## config.mk

```make
export PLATFORM = sky130hd
export DESIGN_NAME = source_packet_assembler
export DESIGN_NICKNAME = d
export VERILOG_FILES = /design/src/rtl/source_config.sv /design/src/rtl/source_packet_assembler.sv
export SDC_FILE = /design/constraint.sdc
export NUM_CORES = 1
export LEC_CHECK = 0
export ABC_AREA = 1
export BUFFER_PORTS_ARGS = -buffer_cell sky130_fd_sc_hd__buf_2
export CAP_MARGIN = 15
export CELL_PAD_IN_SITES_DETAIL_PLACEMENT = 0
export CELL_PAD_IN_SITES_GLOBAL_PLACEMENT = 1
export CORE_ASPECT_RATIO = 0.6
export CORE_MARGIN = 5
export CORE_UTILIZATION = 35
export DETAILED_ROUTE_END_ITERATION = 6
export PLACE_DENSITY = 0.81
export SETUP_SLACK_MARGIN = 0.05
export SLEW_MARGIN = 20
export SYNTH_ARGS = -nofsm -noshare
export SYNTH_HDL_FRONTEND = slang
export SYNTH_SLANG_ARGS = --single-unit
```

## constraint.sdc

```tcl
create_clock -name clk -period 1.7 [get_ports clk]
set_clock_uncertainty 0.2 [all_clocks]
set_input_delay 0.085 -clock clk [delete_from_list [all_inputs] [get_ports clk]]
set_output_delay 0.085 -clock clk [all_outputs]
set_load 0.02 [all_outputs]
```

## src/rtl/source_config.sv

```systemverilog
//-----------------------------------------------------------------------------
// Package     : source_config
// Description : Shared sizing for the source packet path. SRC_BYTES is the
//               number of stream bytes per packet and SRC_PAD the number of
//               unused MSBs in the first (most significant) byte.
//               `SRC_WIDTH defaults to 12 when the build does not supply it.
// Revision    : 1.0 - initial release
//-----------------------------------------------------------------------------
`default_nettype none

`ifndef SRC_WIDTH
`define SRC_WIDTH 12
`endif

package source_config;

  localparam int SRC_BYTES = (`SRC_WIDTH + 7) / 8;
  localparam int SRC_PAD   = 8 * SRC_BYTES - `SRC_WIDTH;

  // Byte counter width; counts 0..SRC_BYTES-1.
  localparam int SRC_CNT_W = $clog2(SRC_BYTES + 1);

endpackage : source_config

`default_nettype wire

```

## src/rtl/source_packet_assembler.sv

```systemverilog
//-----------------------------------------------------------------------------
// Module      : source_packet_assembler
// Description : Packs a valid/ready byte stream, big-endian, into `SRC_WIDTH
//               bit packets for network_source. One registered output slot
//               lets the next packet assemble while the current one is held.
//               Packets are passed through opaquely (no opcode decode).
// Revision    : 1.0 - initial release
//
// Build option: SRC_ASM_TIMEOUT_EN
//   defined   - a partial packet idle for TIMEOUT_CYCLES cycles is dropped
//               and asm_timeout pulses for one cycle.
//   undefined - a partial packet waits indefinitely; asm_timeout is 0.
//
// Ports
//   clk          in   1           clock, rising edge
//   arstn        in   1           asynchronous reset, active-low
//   byte_valid   in   1           upstream byte valid
//   byte_ready   out  1           byte accepted when byte_valid && byte_ready
//   byte_data    in   8           upstream byte
//   src_valid    out  1           packet valid
//   src_ready    in   1           downstream ready
//   src          out  `SRC_WIDTH  assembled packet
//   asm_timeout  out  1           1-cycle pulse when a partial packet is dropped
//-----------------------------------------------------------------------------
`default_nettype none

module source_packet_assembler
  import source_config::*;
#(
  parameter int TIMEOUT_CYCLES = 1024
) (
  input  logic                  clk,
  input  logic                  arstn,
  input  logic                  byte_valid,
  output logic                  byte_ready,
  input  logic [7:0]            byte_data,
  output logic                  src_valid,
  input  logic                  src_ready,
  output logic [`SRC_WIDTH-1:0] src,
  output logic                  asm_timeout
);

  localparam int SRC_W = `SRC_WIDTH;
  localparam int ASM_W = SRC_W + SRC_PAD;  // 8 * SRC_BYTES
  localparam logic [SRC_CNT_W-1:0] LAST_IDX = SRC_CNT_W'(SRC_BYTES - 1);

  logic [SRC_CNT_W-1:0] byte_cnt;
  logic [ASM_W-1:0]     shift_reg;
  logic                 last_byte;
  logic                 byte_hs;
  logic                 expire;

  assign last_byte = (byte_cnt == LAST_IDX);

  // Only the final byte can stall: it needs the output slot to be free or
  // draining this cycle. Non-final bytes go into the shift register freely.
  assign byte_ready = !(last_byte && src_valid && !src_ready);
  assign byte_hs    = byte_valid && byte_ready;

  always_ff @(posedge clk or negedge arstn) begin
    if (!arstn) begin
      byte_cnt  <= '0;
      shift_reg <= '0;
      src       <= '0;
      src_valid <= 1'b0;
    end else begin
      // Output drains on handshake; a final byte in the same cycle refills it.
      if (src_valid && src_ready) begin
        src_valid <= 1'b0;
      end

      if (byte_hs) begin
        if (last_byte) begin
          // Truncation to SRC_W drops the pad MSBs of the first byte.
          src       <= SRC_W'({shift_reg, byte_data});
          src_valid <= 1'b1;
          byte_cnt  <= '0;
          shift_reg <= '0;
        end else begin
          shift_reg <= ASM_W'({shift_reg, byte_data});
          byte_cnt  <= byte_cnt + 1'b1;
        end
      end else if (expire) begin
        byte_cnt  <= '0;
        shift_reg <= '0;
      end
    end
  end

`ifdef SRC_ASM_TIMEOUT_EN
  localparam int IDLE_W = $clog2(TIMEOUT_CYCLES + 1);
  localparam logic [IDLE_W-1:0] IDLE_LAST = IDLE_W'(TIMEOUT_CYCLES - 1);

  logic [IDLE_W-1:0] idle_cnt;

  // Expiry is the TIMEOUT_CYCLES-th consecutive idle cycle mid-packet;
  // a byte handshake in that cycle takes priority.
  assign expire = (byte_cnt != '0) && !byte_hs && (idle_cnt == IDLE_LAST);

  always_ff @(posedge clk or negedge arstn) begin
    if (!arstn) begin
      idle_cnt    <= '0;
      asm_timeout <= 1'b0;
    end else begin
      asm_timeout <= expire;
      if (byte_hs || (byte_cnt == '0) || expire) begin
        idle_cnt <= '0;
      end else begin
        idle_cnt <= idle_cnt + 1'b1;
      end
    end
  end
`else
  // TIMEOUT_CYCLES has no effect in this build; the compare folds to 0.
  assign expire      = (TIMEOUT_CYCLES < 0);
  assign asm_timeout = 1'b0;
`endif

endmodule : source_packet_assembler

`default_nettype wire

```

Word level (Yosys, flattened, before mapping)
Index checks and enable logic that the tools add are counted.
W data, S select, Z words.

cells by class
  equality and inequality tests = 1
  mux-type cells = 5
  reductions and logical operators = 7
  add/sub/neg operators = 1

operators by type and width
  operator               number
  $logic_and A1 B1 Y1    4
  $mux W4                1
  $mux W1                3
  $add A2 B1 Y2 const B  1
  $eq A2 B1 Y1 const B   1
  $logic_not A1 Y1       2
  $mux W2                1
  $reduce_and A2 Y1      1

word-level totals
  flip-flop bits (word level) = 19
  output and inout bits = 15

Longest topological paths before layout
  depth in word-level cells = 6
  gate-level depth with buffers = 6
  depth with buffers taken out = 6

Worst setup path before layout
Ideal clock, no wire load.

  path kind = reg2reg
  start point = reg src_valid
  end point = reg src[0]
  required time = 1383 ps
  arrival = 963 ps
  library setup time = 117 ps
  clock period less this slack = 1280 ps
  cell stages (with the launch flop) = 6
  path slack = 420 ps
  cells stage by stage = dfrtp_1 nand2_1 nand3_2 buf_6 nand2_1 nand2_1

between the ends
  cells in the longest elaborated chain, start to end = 5

ends and longest elaborated chain
  what                               RTL line                       RTL
  from (decl)                        source_packet_assembler.sv:37  output logic src_valid,
  from (signal assigned)             source_packet_assembler.sv:65  src_valid <= 1'b0;
  from (signal assigned)             source_packet_assembler.sv:69  src_valid <= 1'b0;
  from (signal assigned)             source_packet_assembler.sv:76  src_valid <= 1'b1;
  $logic_and A1 B1 Y1 (2 in series)  source_packet_assembler.sv:57  assign byte_ready = !(last_byte && src_valid && !src_ready);
  $logic_not A1 Y1                   source_packet_assembler.sv:57
  $logic_and A1 B1 Y1                source_packet_assembler.sv:58  assign byte_hs = byte_valid && byte_ready;
  $reduce_and A2 Y1 (no line)        --
  to (signal assigned)               source_packet_assembler.sv:75  src <= SRC_W'({shift_reg, byte_data});
  to (decl)                          source_packet_assembler.sv:39  output logic [`SRC_WIDTH-1:0] src,

No other way between the ends.
A chain may end at the register's enable or synchronous reset.

Worst setup path after layout
  start point = reg byte_cnt[1]
  end point = out byte_ready

between the ends
  cells in the longest elaborated chain, start to end = 4

ends and longest elaborated chain
  what                               RTL line                       RTL
  from (decl)                        source_packet_assembler.sv:47  logic [SRC_CNT_W-1:0] byte_cnt;
  from (signal assigned)             source_packet_assembler.sv:81  byte_cnt <= byte_cnt + 1'b1;
  $eq A2 B1 Y1                       source_packet_assembler.sv:53  assign last_byte = (byte_cnt == LAST_IDX);
  $logic_and A1 B1 Y1 (2 in series)  source_packet_assembler.sv:57
  $logic_not A1 Y1                   source_packet_assembler.sv:57
  to (decl)                          source_packet_assembler.sv:35  output logic byte_ready,

No other way between the ends.

==> impl_metrics.ini <==
[yosys]
synth_edf_count = 0
ys_warn_count = 0
ys_seq_area_share_pct = 57.9
synth_top_area_share_pct = 57.9
ys_ff_latch = 19
synth_top_cells_by_count = nand2_1, dfrtp_1, nand4_1
synthesis.area_um2 = 821
postSynthAreaPerCell_um2 = 9.12
synthArstFlopShare_pct = 100
ys_dominant_reg_cell = dfrtp_1
syn-num-nets = 102
yosys.area.top_type = dfrtp_1
yosysUniqueCellTypes = 15
synthesis.instances = 90
synth.most_common_cell = nand2_1
ys_top_cells_by_area = dfrtp_1, nand2_1, nand4_1

[power_and_ir_drop]
p_leak_nw = 0.609
ir_drop_v = 0.000679
power_density_nw_per_um2 = 1520

[setup_path]
critical_path_required_ps = 1410
cpPeakStageDelay_ps = 440
worst-setup-path-type = flip-flop to output pin
worstPathCellList = nor2_8, nand2_2, buf_2
start_kind = flip-flop
cp.arrival_ps = 1170
critical_path.max_fanout = 15
slowest_stage = dfrtp_1
endpoint_kind = output pin

[routing]
final_antenna_net_count = 0
drt_iter0_drc = 31
wl_mm = 1.84
drt_pass1_iterations = 4
num_vias = 695
drc = 0
avgRoutedWirePerCell_um = 11.9
vias_per_cell = 4.51

[cts]
cts_tree = built
insertion_delay_ps = 250
cts_buffer_depth = 2
root_buffer = clkbuf_8
cts_buffers = 3
htreeDepth = 1
path_clk_slew_ps = 70
cts_sinks = 19

[die]
die_area_um2 = 3450
core_um2 = 2200
die_w_um = 72.5
initial_core_util_pct = 37.4
rows = 13
ios = 27
die_y_um = 47.5

[cells_and_area]
num-nets-final = 137
syn_to_final_growth_pct = 33.5
finalInstanceArea_um2 = 1100
num_antenna_cells = 0
fill_cells = 218
drive_above_1_share_pct = 27.4
largest_reg_flops = 12
multi_input_area_um2 = 289
regArea_um2 = 475

[grt]
grt.total_usage_pct = 12.2
grt_pass1_vias = 660
grt-ovfl-total = 0
grt_max_degree = 20
antenna_found_initial = 0
grt_pass1_wl_mm = 3.11

[sta]
hold_viol = 0
setup_viol_count_final = 0
fmax_mhz = 687
min_period_over_period_pct = 85.6
min_period_ps = 1460
rsz0062_at_grt = no
drv_slew = 0
final.setup.tns_ps = 0
fin_ws_ps = 244

[placement]
gp_congestion = 0.731
dp_slack_ps = 263
place_hpwl_mm = 1.32
portBuffers = 25
place_area_um2 = 950

[job]
cap_violations = 0

[outcome]
status = complete, no violations

[min_path]
hp-class = primary input to flip-flop
## layout make-up
type | count | area share, %
inverters | 4 | 1.37
clock buffers | 3 | 3.77
clock inverters | 1 | 0.457
repair buffers | 36 | 21.2
flip-flops and latches | 19 | 43.4
multi-input cells | 61 | 26.4
well taps | 30 | 3.42
## metal layers
layer	GRT usage [%]	vias to the layer above	routed length, um
li1	-	360	-
met1	16.6	313	933
met2	17.9	22	787
met3	4.61	0	116
met4	4.41	0	0
met5	0	-	0
## through the flow
stage / instances / utilization [%] / power (mW) / hold WS, ps
after CTS: 154 / 49.9 / 1.68 / 26.8
final: 154 / 49.9 / 1.66 / 27.0
after global routing: 154 / 49.9 / 1.79 / 54.4
after floorplan: 90 / - / 1.14 / -411
after detailed placement: 140 / 43.2 / 1.35 / -153
after global placement: 140 / 43.2 / 1.34 / -156
## kinds of logic (layout without fill, tap and decap cells)
family	after synthesis	after routing	synth area share, %
and+or+nand+nor	59	59	33.8
buffers and inverters	10	44	6.86
DFF	19	19	57.9
AOI/OAI and AO/OA	1	1	0.915
other	1	1	0.457
## where the power goes
part | switching [mW] | internal [mW] | total [mW]
Sequential | 0.0929 | 0.619 | 0.711
Clock | 0.151 | 0.163 | 0.314
Combinational | 0.425 | 0.213 | 0.638
Total | 0.669 | 0.994 | 1.66
## worst paths after layout
check                                             start                       to  slack, ps  depth (start not counted)
worst min register to register      src[10]$_DFFE_PN0P_      src[10]$_DFFE_PN0P_        270                          2
worst max register to register  byte_cnt[1]$_DFFE_PN0P_       src[0]$_DFFE_PN0P_        270                          4
worst max-delay path            byte_cnt[1]$_DFFE_PN0P_               byte_ready        240                          3
min in group asynchronous                         arstn  byte_cnt[0]$_DFFE_PN0P_        100                          2
max in group asynchronous                         arstn      src_valid$_DFF_PN0_        910                          2
worst min-delay path                         byte_valid  byte_cnt[0]$_DFFE_PN0P_         30                          3
## critical path, delay by kind of cell, from the launching register on
| family | cells | cell delay, ps |
|---|---|---|
| buffers and inverters | 1 | 160 |
| flip-flops | 1 | 440 |
| AND/OR/NAND/NOR | 2 | 310 |
## cells in the final DEF (no fill, tap or decap)
cell | netlist | routed
nand2_1 | 41 | 41
buf_2 | 3 | 25
dfrtp_1 | 19 | 19
nand4_1 | 12 | 12
dlygate4sd3_1 | 0 | 10
inv_1 | 3 | 3
clkbuf_8 | 0 | 3
nor2_1 | 2 | 2
inv_2 | 1 | 1
nor2_8 | 1 | 1
nand2_2 | 1 | 1
nand3_2 | 1 | 1
nand3_1 | 1 | 1
a21boi_0 | 1 | 1
conb_1 | 1 | 1
clkinv_2 | 0 | 1
buf_4 | 2 | 1
## repair_timing
item / in CTS / in global routing
resized for setup: 0 / 0
setup buffers: 0 / 0
hold buffers: 10 / 0
hold endpoints to repair: 32 / 0
No activity file was read; power rests on OpenSTA's default activity.
